===== config.mk =====
export PLATFORM = sky130hd
export DESIGN_NAME = cpu_controller
export DESIGN_NICKNAME = d
export VERILOG_FILES = /design/src/rtl/cpu_pkg.sv /design/src/rtl/phase_counter.sv /design/src/rtl/cpu_controller.sv
export SDC_FILE = /design/constraint.sdc
export NUM_CORES = 1
export LEC_CHECK = 0
export BUFFER_PORTS_ARGS = -buffer_cell sky130_fd_sc_hd__buf_4
export CORE_AREA = 2 2 39 41
export CTS_CLUSTER_DIAMETER = 120
export DETAILED_ROUTE_END_ITERATION = 10
export DIE_AREA = 0 0 41 43
export PLACE_DENSITY_LB_ADDON = 0.1
export SYNTH_ARGS = -nofsm -noshare
export SYNTH_HDL_FRONTEND = slang
export SYNTH_SLANG_ARGS = --single-unit

===== constraint.sdc =====
create_clock -name clock -period 4.2 [get_ports clock]
set_clock_uncertainty 0.2 [all_clocks]
set_input_delay 0.21 -clock clock [delete_from_list [all_inputs] [get_ports clock]]
set_output_delay 0.21 -clock clock [all_outputs]
set_load 0.03 [all_outputs]

===== src/rtl/cpu_pkg.sv =====
// Shared constants for the 8-bit RISC CPU: opcodes, controller phases, phase width.
package cpu_pkg;

  localparam int unsigned PHASE_W = 3;

  // Opcodes. The instruction memory and the ALU use the same encodings.
  localparam logic [2:0] HLT = 3'b000;
  localparam logic [2:0] SKZ = 3'b001;
  localparam logic [2:0] ADD = 3'b010;
  localparam logic [2:0] AND = 3'b011;
  localparam logic [2:0] XOR = 3'b100;
  localparam logic [2:0] LDA = 3'b101;
  localparam logic [2:0] STO = 3'b110;
  localparam logic [2:0] JMP = 3'b111;

  // Controller phases, one per clock, 7 wraps to 0.
  localparam logic [PHASE_W-1:0] INST_ADDR  = 3'd0;
  localparam logic [PHASE_W-1:0] INST_FETCH = 3'd1;
  localparam logic [PHASE_W-1:0] INST_LOAD  = 3'd2;
  localparam logic [PHASE_W-1:0] IDLE       = 3'd3;
  localparam logic [PHASE_W-1:0] OP_ADDR    = 3'd4;
  localparam logic [PHASE_W-1:0] OP_FETCH   = 3'd5;
  localparam logic [PHASE_W-1:0] ALU_OP     = 3'd6;
  localparam logic [PHASE_W-1:0] STORE      = 3'd7;

  // Opcodes that read an operand from memory into the accumulator.
  function automatic logic is_aluop(input logic [2:0] op);
    return (op == ADD) || (op == AND) || (op == XOR) || (op == LDA);
  endfunction

endpackage


===== src/rtl/phase_counter.sv =====
// Wrapping phase counter with count enable and asynchronous active-low reset.
module phase_counter #(
  parameter int unsigned Width = 3
) (
  input  logic             clock,
  input  logic             reset,
  input  logic             en,
  output logic [Width-1:0] count
);

  logic [Width-1:0] count_q;
  logic [Width-1:0] count_d;

  // Advance by one when enabled; natural overflow gives the wrap to 0.
  always_comb begin
    count_d = count_q;
    if (en) begin
      count_d = count_q + 1'b1;
    end
  end

  // Phase register.
  always_ff @(posedge clock or negedge reset) begin
    if (!reset) begin
      count_q <= '0;
    end else begin
      count_q <= count_d;
    end
  end

  assign count = count_q;

endmodule


===== src/rtl/cpu_controller.sv =====
// Instruction-cycle sequencer: 8-phase fetch/execute with sticky halt.
module cpu_controller
  import cpu_pkg::*;
#(
  parameter int unsigned PHASE_W = 3
) (
  input  logic               clock,
  input  logic               reset,
  input  logic [2:0]         opcode,
  input  logic               zero,
  output logic               sel,
  output logic               rd,
  output logic               ld_ir,
  output logic               inc_pc,
  output logic               ld_pc,
  output logic               ld_ac,
  output logic               wr,
  output logic               data_e,
  output logic               halt,
  output logic [PHASE_W-1:0] phase
);

  logic halted_q;
  logic halted_d;
  logic halt_now;
  logic aluop;

  // HLT seen in OP_ADDR: halt this cycle and freeze the counter at OP_ADDR.
  assign halt_now = (phase == OP_ADDR) && (opcode == HLT);
  assign aluop    = is_aluop(opcode);

  phase_counter #(
    .Width (PHASE_W)
  ) u_phase_counter (
    .clock (clock),
    .reset (reset),
    .en    (~(halted_q | halt_now)),
    .count (phase)
  );

  // Halt is sticky until reset.
  always_comb begin
    halted_d = halted_q | halt_now;
  end

  // Halted flag register.
  always_ff @(posedge clock or negedge reset) begin
    if (!reset) begin
      halted_q <= 1'b0;
    end else begin
      halted_q <= halted_d;
    end
  end

  // Strobe decode from phase, halted flag and the live opcode/zero inputs.
  always_comb begin
    sel    = 1'b0;
    rd     = 1'b0;
    ld_ir  = 1'b0;
    inc_pc = 1'b0;
    ld_pc  = 1'b0;
    ld_ac  = 1'b0;
    wr     = 1'b0;
    data_e = 1'b0;
    halt   = 1'b0;
    if (halted_q) begin
      halt = 1'b1;
    end else begin
      case (phase)
        INST_ADDR: begin
          sel = 1'b1;
        end
        INST_FETCH: begin
          sel = 1'b1;
          rd  = 1'b1;
        end
        INST_LOAD, IDLE: begin
          sel   = 1'b1;
          rd    = 1'b1;
          ld_ir = 1'b1;
        end
        OP_ADDR: begin
          inc_pc = 1'b1;
          halt   = (opcode == HLT);
        end
        OP_FETCH: begin
          rd = aluop;
        end
        ALU_OP: begin
          rd     = aluop;
          inc_pc = (opcode == SKZ) && zero;
          ld_pc  = (opcode == JMP);
          data_e = (opcode == STO);
        end
        STORE: begin
          rd     = aluop;
          ld_ac  = aluop;
          ld_pc  = (opcode == JMP);
          wr     = (opcode == STO);
          data_e = (opcode == STO);
        end
        default: begin
        end
      endcase
    end
  end

endmodule


# Word level (Yosys, flattened, before mapping)

Index checks and enable logic that the tools add are counted.

Register bits after elaboration: 4
Output and inout port bits: 12
Word-level logic and storage cells: 48

Add/subtract/negate cells: 1
Equal/unequal tests: 14
Muxes and demuxes: 18
Bitwise logic cells: 1
Reduce and logical (&&, ||, !) cells: 12

Operators with widths:

| cell                | count |
|---|---|
| $eq 3x3->1 const B  | 8 |
| $mux 1              | 16 |
| $eq 3x2->1 const B  | 4 |
| $eq 3x1->1 const B  | 2 |
| $logic_not 3->1     | 2 |
| $reduce_or 3->1     | 2 |
| $pmux 1 s2          | 2 |
| $reduce_or 2->1     | 2 |
| $reduce_or 4->1     | 1 |
| $add 3x1->3 const B | 1 |
| $logic_or 1x1->1    | 3 |
| $logic_and 1x1->1   | 2 |
| $or 1x1->1          | 1 |

# Longest topological paths before layout

Depth in word-level cells: 6
Gate-level depth with buffers: 5
Mapped depth without buffers: 5

# By module

From an unflattened synthesis, not the netlist that was laid out.

Cells, all modules: 29
Area, all modules: 285.3 µm²

Modules (own cells, without submodules):

| module         | times used | cells each | area an instance (µm²) |
|---|---|---|---|
| cpu_controller | 1          | 21         | 161.4 |
| phase_counter  | 1          | 8          | 123.9 |

# Worst setup path before layout

Ideal clock, no wire load.

Kind: register -> output
From: register u_phase_counter.count_q[0] (netlist: u_phase_counter.count[0])
To: output ld_pc
Arrival: 2.086 ns
Required time: 3.790 ns
Slack: 1.704 ns
Stages on the path, launching flop included: 5
Cells stage by stage: dfrtp_1 inv_1 ha_1 a21oi_1 nor4b_1

Word-level cells in the longest chain between the ends: 4
Elaborated cells between the ends (all ways): 5

RTL lines:

| what                                 | RTL line             | RTL |
|---|---|---|
| start: declaration                   | phase_counter.sv:11  | `logic [Width-1:0] count_q;` |
| start signal: assignment             | phase_counter.sv:27  | `count_q <= count_d;` |
| $eq 3x3->1                           | cpu_controller.sv:69 | `case (phase)` |
| $reduce_or 2->1 (no source line) (*) | --                   |  |
| $mux 1 (*)                           | --                   |  |
| $mux 1 (*)                           | cpu_controller.sv:66 | `if (halted_q) begin` |
| end: declaration                     | cpu_controller.sv:15 | `output logic ld_pc,` |

Mark *: on every way between the ends. The rest lies on a longest branch, timed or not.

# Worst setup path after layout

From: register u_phase_counter.count_q[0] (netlist: u_phase_counter.count[0])
To: output sel

Word-level cells in the longest chain between the ends: 4
Elaborated cells between the ends (all ways): 7

RTL lines:

| what                                 | RTL line             | RTL |
|---|---|---|
| $eq 3x2->1 (tied with other cells)   | cpu_controller.sv:69 |  |
| $reduce_or 4->1 (no source line) (*) | --                   |  |
| $mux 1 (*)                           | cpu_controller.sv:69 |  |
| $mux 1 (*)                           | cpu_controller.sv:66 |  |
| end: declaration                     | cpu_controller.sv:11 | `output logic sel,` |

Marked as above.

==> results.yml <==
status:
  status: "complete, no violations"
grt:
  globalRouteOverflowTotal: 0
  grt_max_degree: 11
  grt_pass1_wl_um: 1360
  track_usage_pct: 11.2
  antenna_found_initial: 0
  grt_pass1_vias: 321
sta:
  setup_viol: 0
  period_needed_ns: 2.18
  worst_slack_ns: 2.02
  tns_ns: 0
  rsz0062_at_grt: "no"
  slew_headroom_pct: 80.4
  fin_crit_sh_pct: 51.9
  hold_viol: 0
  maxSlewViolCount: 0
  max_freq_mhz: 459
  worstMarginPinSlew_ns: 0.293
synth:
  syn_nets: 54
  avgSynthCellArea_um2: 8.82
  synth_largest_area_cell: "dfrtp_1"
  netlist_area_um2: 370
  synth_cell_type_count: 20
  yosys_warnings: 0
  yosys.area.top_type_share_pct: 27.0
  ys_seq_area_share_pct: 27.0
  syn_inst: 42
  ys_seq_elements: 4
  synth.area.top_cells: "dfrtp_1 27%, ha_1 20%, inv_1 5.1%"
clock_network:
  numCtsBuffers: 3
  cts_tree: "yes"
  clk_latency_ns: 0.23
  cts_buffer_depth: 2
  cts_setup_buffers: 0
  clkTransAtPathRegs_ns: 0.03
  cts_max_level: 1
  clock-sinks: 4
  cts_root_buf: "clkbuf_4"
detailed_routing:
  drtPass1Iterations: 2
  drcViolationCount: 0
  avgRoutedWirePerCell_um: 10.5
  viasPerCell: 4.51
  drtIter0Drc: 1
  drt-total-wl_um: 817
  ant_nets: 0
  vias: 352
finish:
  utilization_pct: 39.4
  antenna_cells: 0
  drive_gt1_share_pct: 37.1
  mostFrequentLayoutCell: "buf_4"
  final_cell_mix: "17 x buf_4, 6 x ha_1, 5 x inv_1, 5 x nor2_1, 4 x dfrtp_1"
  final_nets: 76
  syn2layout_area_growth_pct: 47.3
floorplanning:
  start_util_pct: 26.8
  io_pins: 18
  core_um2: 1380
  die_x_um: 41
  die-area_um2: 1760
  row_count: 14
  fp.dieH_um: 43
placement:
  place.gp.congestion: 0.666
  port-buffer-count: 17
  dp_slack_ns: 2.26
  dp_hpwl_um: 671
power_and_ir_drop:
  p_int_mw: 0.224
  swShare_pct: 50.8
  powerDensity_nw_per_um2: 833
  pwr-share-clk_pct: 10.0
  power_leakage_nw: 0.265
  seq_power_share_pct: 21.5
  p_switching_mw: 0.231
  vdd_drop_max_v: 0.000286
  total_power_mw: 0.455
  p_comb_share_pct: 68.5
worst_setup_path:
  cp_max_fo: 6
  critPathCaptureType: "primary output"
  startpoint_type: "flop"
  path_class: "flop to primary output"
  worstPathRequired_ns: 3.79
  crit_arrival_ns: 1.77
  r2r_slack_ns: 2.38
hold_path:
  hold_path_class: "input pin to asynchronous set/reset pin"
flow_run:
  cap_violations: 0
==> worst max-delay path, cell delays in order, from the launching register on <==
cell and delay [ns]:
dfrtp_1 0.43, inv_1 0.11, ha_1 0.27, or3_1 0.36, a21oi_1 0.15, nor2_1 0.05
buf_4 0.17
==> flip-flops by register name (all words and copies together), names as in the netlist <==
| name | flops |
|---|---|
| u_phase_counter.count | 3 |
| halted_q | 1 |
==> through the flow <==
step                      instances  hold WS [ns]  cell area, µm²
after floorplan                  42        -0.286             370
after global placement           74        -0.193             513
after detailed placement         74        -0.193             513
after CTS                        78        0.0977             546
after global routing             78         0.125             546
final                            78         0.118             546
==> kinds of logic (layout without fill, tap and decap cells) <==
family,after synthesis,in the layout,synth area share [%]
AOI/OAI and AO/OA,9,9,15.2
xor gates and xnor gates,2,2,4.73
adders and majority gates,6,6,20.3
buffers and inverters,6,26,6.42
DFF,4,4,27.0
muxes,1,1,4.05
and+or+nand+nor,14,14,22.3
==> power by group through the flow <==
| stage | clock, mW | combinational [mW] | sequential [mW] |
|---|---|---|---|
| after floorplan | 0 | 0.202 | 0.111 |
| after global placement | 0 | 0.314 | 0.100 |
| after detailed placement | 0 | 0.311 | 0.0994 |
| after CTS | 0.0490 | 0.314 | 0.0993 |
| after global routing | 0.0489 | 0.348 | 0.105 |
| final | 0.0455 | 0.311 | 0.0979 |
==> layout make-up <==
type / count / area, µm²
Inverter: 5 / 18.8
Clock buffer: 3 / 22.5
Multi-Input combinational cell: 32 / 246
Tap cell: 16 / 20.0
Timing Repair Buffer: 18 / 138
Sequential cell: 4 / 100
Fill cell: 153 / 838
==> worst paths after layout <==
| path | from | endpoint | depth (start not counted) |
|---|---|---|---|
| max reg2reg | u_phase_counter.count[0] | u_phase_counter.count[1] | 5 |
| max in group asynchronous | reset | u_phase_counter.count[0] | 2 |
| max | u_phase_counter.count[0] | sel | 6 |
| min in group clock | opcode[2] | u_phase_counter.count[2] | 4 |
| min reg2reg | u_phase_counter.count[1] | u_phase_counter.count[1] | 1 |
| min | reset | u_phase_counter.count[2] | 2 |
==> metal layers <==
layer | track usage (%) | share of wire, % | up-vias
met4 | 8.00 | 0 | 0
met2 | 15.9 | 48 | 11
li1 | - | - | 187
met1 | 15.6 | 46 | 154
met5 | 0 | 0 | -
met3 | 0 | 6.5 | 0
==> repair_timing <==
item,CTS,global route
gates resized for setup,0,0
setup endpoints to repair,0,0
endpoints found under the hold margin,4,0
hold buffers,1,0
==> synthesized netlist by cell type, drive strengths merged <==
cell type  number
a21oi           4
a41oi           1
buf             1
dfrtp           4
ha              6
inv             5
mux2            1
nand2           1
nand2b          1
nor2            5
nor2b           1
nor3            1
nor4            2
nor4b           2
o21ai           3
o221ai          1
or3             1
xnor2           2
Note: power is estimated with default switching activity, not from simulation.
